==> src/rtl/m2_scheduler.sv <==
// Milestone-2 block sequencer: walks every 8x8 block through fetch S', compute T,
// compute S and write S, overlapping CS(k)+FS(k+1) and CT(k+1)+WS(k), and owns the SRAM port.
module m2_scheduler #(
    parameter int NUM_BLOCKS = 2400,
    parameter int BLK_W      = 12
) (
    input  logic             CLOCK_50_I,
    input  logic             Reset,
    input  logic             M2_start,
    output logic             M2_done,
    output logic             FS_start,
    output logic             CT_start,
    output logic             CS_start,
    output logic             WS_start,
    input  logic             FS_done,
    input  logic             CT_done,
    input  logic             CS_done,
    input  logic             WS_done,
    input  logic [17:0]      FS_SRAM_address,
    input  logic [17:0]      WS_SRAM_address,
    input  logic [15:0]      WS_SRAM_write_data,
    input  logic             WS_SRAM_we_n,
    output logic [17:0]      SRAM_address,
    output logic [15:0]      SRAM_write_data,
    output logic             SRAM_we_n,
    output logic [BLK_W-1:0] block_count,
    output logic             busy
);

    typedef enum logic [2:0] {
        IDLE, LI_FS, LI_CT, CC_A, CC_B, LO_CS, LO_WS, DONE
    } state_t;

    localparam logic [BLK_W-1:0] LAST_BLK = BLK_W'(NUM_BLOCKS - 1);

    // pending/done/start vectors are ordered {FS, CT, CS, WS}
    localparam logic [3:0] P_FS   = 4'b1000;
    localparam logic [3:0] P_CT   = 4'b0100;
    localparam logic [3:0] P_CS   = 4'b0010;
    localparam logic [3:0] P_WS   = 4'b0001;

    state_t           state;
    logic [3:0]       pend;
    logic [3:0]       pend_eff;
    logic [3:0]       done_vec;
    logic [3:0]       start_vec;
    logic             phase_clear;
    logic [BLK_W-1:0] next_blk;

    // A done level seen while the matching start is still high is left over from the previous job.
    always_comb begin
        done_vec    = {FS_done, CT_done, CS_done, WS_done};
        start_vec   = {FS_start, CT_start, CS_start, WS_start};
        pend_eff    = pend & ~(done_vec & ~start_vec);
        phase_clear = (pend_eff == 4'b0000);
        next_blk    = block_count + BLK_W'(1);
    end

    always_ff @(posedge CLOCK_50_I) begin
        if (Reset) begin
            state       <= IDLE;
            block_count <= '0;
            pend        <= 4'b0000;
            FS_start    <= 1'b0;
            CT_start    <= 1'b0;
            CS_start    <= 1'b0;
            WS_start    <= 1'b0;
            M2_done     <= 1'b0;
        end else begin
            FS_start <= 1'b0;
            CT_start <= 1'b0;
            CS_start <= 1'b0;
            WS_start <= 1'b0;
            M2_done  <= 1'b0;
            pend     <= pend_eff;
            case (state)
                IDLE: if (M2_start) begin
                    state    <= LI_FS;
                    FS_start <= 1'b1;
                    pend     <= P_FS;
                end
                LI_FS: if (phase_clear) begin
                    state       <= LI_CT;
                    CT_start    <= 1'b1;
                    pend        <= P_CT;
                    block_count <= '0;
                end
                LI_CT: if (phase_clear) begin
                    CS_start <= 1'b1;
                    if (NUM_BLOCKS > 1) begin
                        state    <= CC_A;
                        FS_start <= 1'b1;
                        pend     <= P_CS | P_FS;
                    end else begin
                        state <= LO_CS;
                        pend  <= P_CS;
                    end
                end
                CC_A: if (phase_clear) begin
                    state    <= CC_B;
                    CT_start <= 1'b1;
                    WS_start <= 1'b1;
                    pend     <= P_CT | P_WS;
                end
                CC_B: if (phase_clear) begin
                    block_count <= next_blk;
                    CS_start    <= 1'b1;
                    if (next_blk == LAST_BLK) begin
                        state <= LO_CS;
                        pend  <= P_CS;
                    end else begin
                        state    <= CC_A;
                        FS_start <= 1'b1;
                        pend     <= P_CS | P_FS;
                    end
                end
                LO_CS: if (phase_clear) begin
                    state    <= LO_WS;
                    WS_start <= 1'b1;
                    pend     <= P_WS;
                end
                LO_WS: if (phase_clear) begin
                    state   <= DONE;
                    M2_done <= 1'b1;
                end
                DONE: begin
                    state       <= IDLE;
                    block_count <= '0;
                end
                default: state <= IDLE;
            endcase
        end
    end

    assign busy = (state != IDLE);

    // FS phases only read; the WS write strobe reaches the SRAM only during WS phases.
    always_comb begin
        SRAM_address    = 18'h0;
        SRAM_write_data = 16'h0;
        SRAM_we_n       = 1'b1;
        case (state)
            LI_FS, CC_A: SRAM_address = FS_SRAM_address;
            CC_B, LO_WS: begin
                SRAM_address    = WS_SRAM_address;
                SRAM_write_data = WS_SRAM_write_data;
                SRAM_we_n       = WS_SRAM_we_n;
            end
            default: ;
        endcase
    end

endmodule

==> config.mk <==
export PLATFORM = sky130hd
export DESIGN_NAME = m2_scheduler
export DESIGN_NICKNAME = d
export VERILOG_FILES = /design/src/rtl/m2_scheduler.sv
export SDC_FILE = /design/constraint.sdc
export NUM_CORES = 1
export LEC_CHECK = 0
export ABC_AREA = 0
export CORE_MARGIN = 10
export CORE_UTILIZATION = 36
export DETAILED_ROUTE_END_ITERATION = 10
export GPL_TIMING_DRIVEN = 0
export PLACE_DENSITY = 0.81
export SETUP_SLACK_MARGIN = 0.5
export SLEW_MARGIN = 15
export SYNTH_ARGS = -nofsm -noshare
export SYNTH_HDL_FRONTEND = slang
export SYNTH_SLANG_ARGS = --single-unit
export TNS_END_PERCENT = 5
==> constraint.sdc <==
create_clock -name CLOCK_50_I -period 2.3 [get_ports CLOCK_50_I]
set_input_delay 0.575 -clock CLOCK_50_I [delete_from_list [all_inputs] [get_ports CLOCK_50_I]]
set_output_delay 0.575 -clock CLOCK_50_I [all_outputs]
set_load 0.02 [all_outputs]
==> reports/qor_table.md <==
| Parameter | Value | Unit |
|---|---|---|
| Global-route usage over all layers | 19.3 | % |
| Warnings from Yosys | 0 | - |
| Starting density of the core | 37.7 | % |
| Post-CTS Hold Fix Bufs | 0 | - |
| Dominant synthesized flop cell | sky130_fd_sc_hd__dfxtp_1 | - |
| Post-Syn Area | 1670 | sq um |
| Cell taking the most area after synthesis | sky130_fd_sc_hd__dfxtp_1 | - |
| Overflow after GRT | 0 | - |
| Post-detailed-route count of antenna-violating nets | 0 | - |
| Cell Count Post-Placement | 383 | - |
| Classification of the worst setup path | flip-flop to primary output | - |
| Number of flops mapped to enable cells by yosys | 0 | - |
| CP Data Required Time | 1.73 | ns |
| Top Ports | 113 | - |
| Achievable Freq | 495 | MHz |
| Final std cell area, no fill | 3340 | sq um |
| Synthesized net count | 281 | - |
| Number of slew-limit violations in the final report | 0 | - |
| Asr flop ratio synth | 0 | % |
| Ratio of cells with drive above 1 in the final layout | 33.7 | % |
| Library cell with the highest instance count after synthesis | sky130_fd_sc_hd__dfxtp_1 | - |
| Maximum number of pins on one net before global-route repair | 15 | - |
| Worst hold path type | flip-flop to flip-flop | - |
| Number of synthesized register bits | 24 | - |
| Clock tree from TritonCTS | yes | - |
| Syn_area_per_cell | 7.60 | sq um |
| Sequential cell area fraction in the yosys report | 28.9 | % |
| HPWL reported at the end of detailed placement | 5.99 | mm |
| Setup violations, final | 0 | - |
| Full die area | 7750 | sq um |
| Slew margin rel. | 61.3 | % |
| Proportion of netlist area held by the largest area contributor | 28.9 | % |
| Number of clock sinks seen by CTS | 24 | - |
| Worst reg2reg path depth | 7 | - |
| Clock root cell | sky130_fd_sc_hd__clkbuf_8 | - |
| Clock Pin Slew Worst Setup and Hold Paths | 0.09 | ns |
| Cell types occupying the most area after synthesis | sky130_fd_sc_hd__dfxtp_1, sky130_fd_sc_hd__a22o_1, sky130_fd_sc_hd__and2_1 | - |
| Largest clock skew in the final design | 0.00339 | ns |
| Total Routed Length | 8.26 | mm |
| Startpoint of the most critical hold path | pend[1] | - |
| Setup repair after global routing missed its margin | true | - |
| Num CTS Buffers | 3 | - |
| Worst skew pair latency | 0.27 | ns |
| Final hold viol count | 0 | - |
| Die Span Y | 88.0 | um |
| Arr. time, crit path | 1.44 | ns |
| Width of the chip | 88.0 | um |
| Maximum number of buffers from clock root to sink | 2 | - |
| Post-detailed-route via-to-cell ratio | 5.46 | - |
| Layout Cells excl Fill | 405 | - |
| Drt initial violations | 208 | - |
| Layout area overhead | 100 | % |
| Post-route clock period utilization | 87.8 | % |
| Startpoint class of the critical path | flip-flop | - |
| Crit. Startpoint | state[0] | - |
| Leading post-synthesis cells by instance count | sky130_fd_sc_hd__dfxtp_1, sky130_fd_sc_hd__and2_1, sky130_fd_sc_hd__nand2_1 | - |
| Count of nets after finishing | 416 | - |
| Antenna diode count | 0 | - |
| FF-to-FF Start | block_count[3] | - |
| Leakage dissipation | 1.35 | nW |
| Count of H-tree levels built during CTS | 1 | - |
| Global placer's final weighted congestion | 0.871 | - |
| Number of distinct library cells after synthesis | 45 | - |
| Total core area | 4410 | sq um |
| Power density cells | 546 | nW/um^2 |
| Hold-critical path depth | 2 | - |
| Synthesized instance count | 219 | - |
| Max Cap Viol | 0 | - |
| Remaining design rule violation count | 0 | - |
| Category of the worst setup path capture point | primary output | - |
| Outcome | finished, final reports clean | - |
| Crit path time final | 2.02 | ns |
| Cell Area, Placed | 2960 | sq um |
| Wire length per cell after detailed routing | 20.4 | um |
| Setup total negative slack | 0 | ns |
| Worst-path maximum fanout | 10 | - |
| Antenna violations before repair | 0 | - |
| Count of port buffers added during placement | 112 | - |
| First-pass GRT wire length | 11.9 | mm |
| Vias | 2,211 | - |
| Pre-antenna DRT Iters | 5 | - |
| Standard-cell row count | 24 | - |
| Number of global-route vias before repair | 2,021 | - |
| Pin slew with the least headroom to its limit | 0.580 | ns |
| Peak supply drop | 0.549 | mV |
==> layout make-up <==
class / instances / area (sq um)
tap: 52 / 65.1
inverter: 6 / 26.3
clock buffer: 4 / 66.3
timing repair buffer: 130 / 1230
multi-input combinational: 172 / 1270
buffer: 17 / 170
sequential: 24 / 507
fill: 293 / 1080
==> through the flow <==
step,power (W),util [%],worst slack (ns),hold WS [ns]
floorplan,0.000928,-,0.484,0.458
CTS,0.00175,73.8,0.287,0.483
global placement,0.00126,67.1,-0.241,0.468
finish,0.00182,75.6,0.282,0.484
global route,0.00190,75.6,0.217,0.504
detailed placement,0.00127,67.1,-0.287,0.470
==> metal layers <==
| metal | wire length, um | part of all wire, % | GRT usage, % | up-vias |
|---|---|---|---|---|
| li1 | - | - | - | 1069 |
| met1 | 3210 | 39 | 23.3 | 1027 |
| met2 | 4370 | 53 | 34.4 | 103 |
| met3 | 538 | 6.5 | 3.44 | 12 |
| met4 | 143 | 1.7 | 4.71 | 0 |
| met5 | 0 | 0 | 0 | - |
==> cell usage in the layout (no fill, tap or decap), types with 4 or more instances in the layout <==
cell | Yosys | layout
sky130_fd_sc_hd__nor3_1 | 7 | 6
sky130_fd_sc_hd__a31oi_1 | 7 | 7
sky130_fd_sc_hd__clkdlybuf4s50_1 | 0 | 72
sky130_fd_sc_hd__nand2_1 | 19 | 18
sky130_fd_sc_hd__a21oi_1 | 11 | 9
sky130_fd_sc_hd__clkbuf_8 | 0 | 7
sky130_fd_sc_hd__buf_4 | 2 | 28
sky130_fd_sc_hd__dfxtp_4 | 0 | 5
sky130_fd_sc_hd__buf_2 | 6 | 7
sky130_fd_sc_hd__nand3_1 | 8 | 6
sky130_fd_sc_hd__a22o_1 | 18 | 16
sky130_fd_sc_hd__dfxtp_1 | 24 | 13
sky130_fd_sc_hd__o21ai_0 | 5 | 4
sky130_fd_sc_hd__or3_1 | 9 | 8
sky130_fd_sc_hd__and2_1 | 20 | 15
sky130_fd_sc_hd__and2_4 | 0 | 5
sky130_fd_sc_hd__nor2_1 | 18 | 17
sky130_fd_sc_hd__dfxtp_2 | 0 | 6
sky130_fd_sc_hd__buf_6 | 0 | 24
==> kinds of logic after synthesis <==
| group | after synthesis | share of synthesized area (%) |
|---|---|---|
| simple gates | 102 | 33.4 |
| compound gates | 60 | 25.8 |
| flops | 24 | 28.9 |
| buf+inv | 23 | 6.09 |
| xor+xnor | 6 | 3.16 |
| mux | 2 | 1.20 |
| fa+ha+maj | 2 | 1.50 |
==> worst max-delay path: stages (launching register included) <==
cell	delay [ns]
sky130_fd_sc_hd__dfxtp_2	0.33
sky130_fd_sc_hd__buf_6	0.12
sky130_fd_sc_hd__nor2b_4	0.14
sky130_fd_sc_hd__buf_8	0.14
sky130_fd_sc_hd__clkbuf_8	0.15
sky130_fd_sc_hd__and2_1	0.14
sky130_fd_sc_hd__buf_4	0.14
==> flip-flops by register name (all words and copies together) (netlist names) <==
name         cells
M2_done          1
CT_start         1
state            3
WS_start         1
block_count     12
pend             4
FS_start         1
CS_start         1
==> final timing paths <==
kind                              end  slack, ns
hold reg to reg               pend[1]       0.48
setup / recovery  SRAM_write_data[12]       0.28
setup reg to reg             state[1]       0.36
hold / removal                pend[1]       0.48
==> power breakdown <==
group          leakage (nW)  internal [W]  switching, W
logic                  1.12      0.000511      0.000499
clock network        0.0339      0.000189      0.000148
registers             0.202      0.000449     0.0000243
==> what timing repair did <==
item / in CTS / in global routing
pin swaps: 9 / 7
setup buffers: 11 / 4
gates resized for setup: 225 / 26
setup endpoints to repair: 69 / 76
gates cloned: 3 / 0
Power figures use the tool's default switching activity.
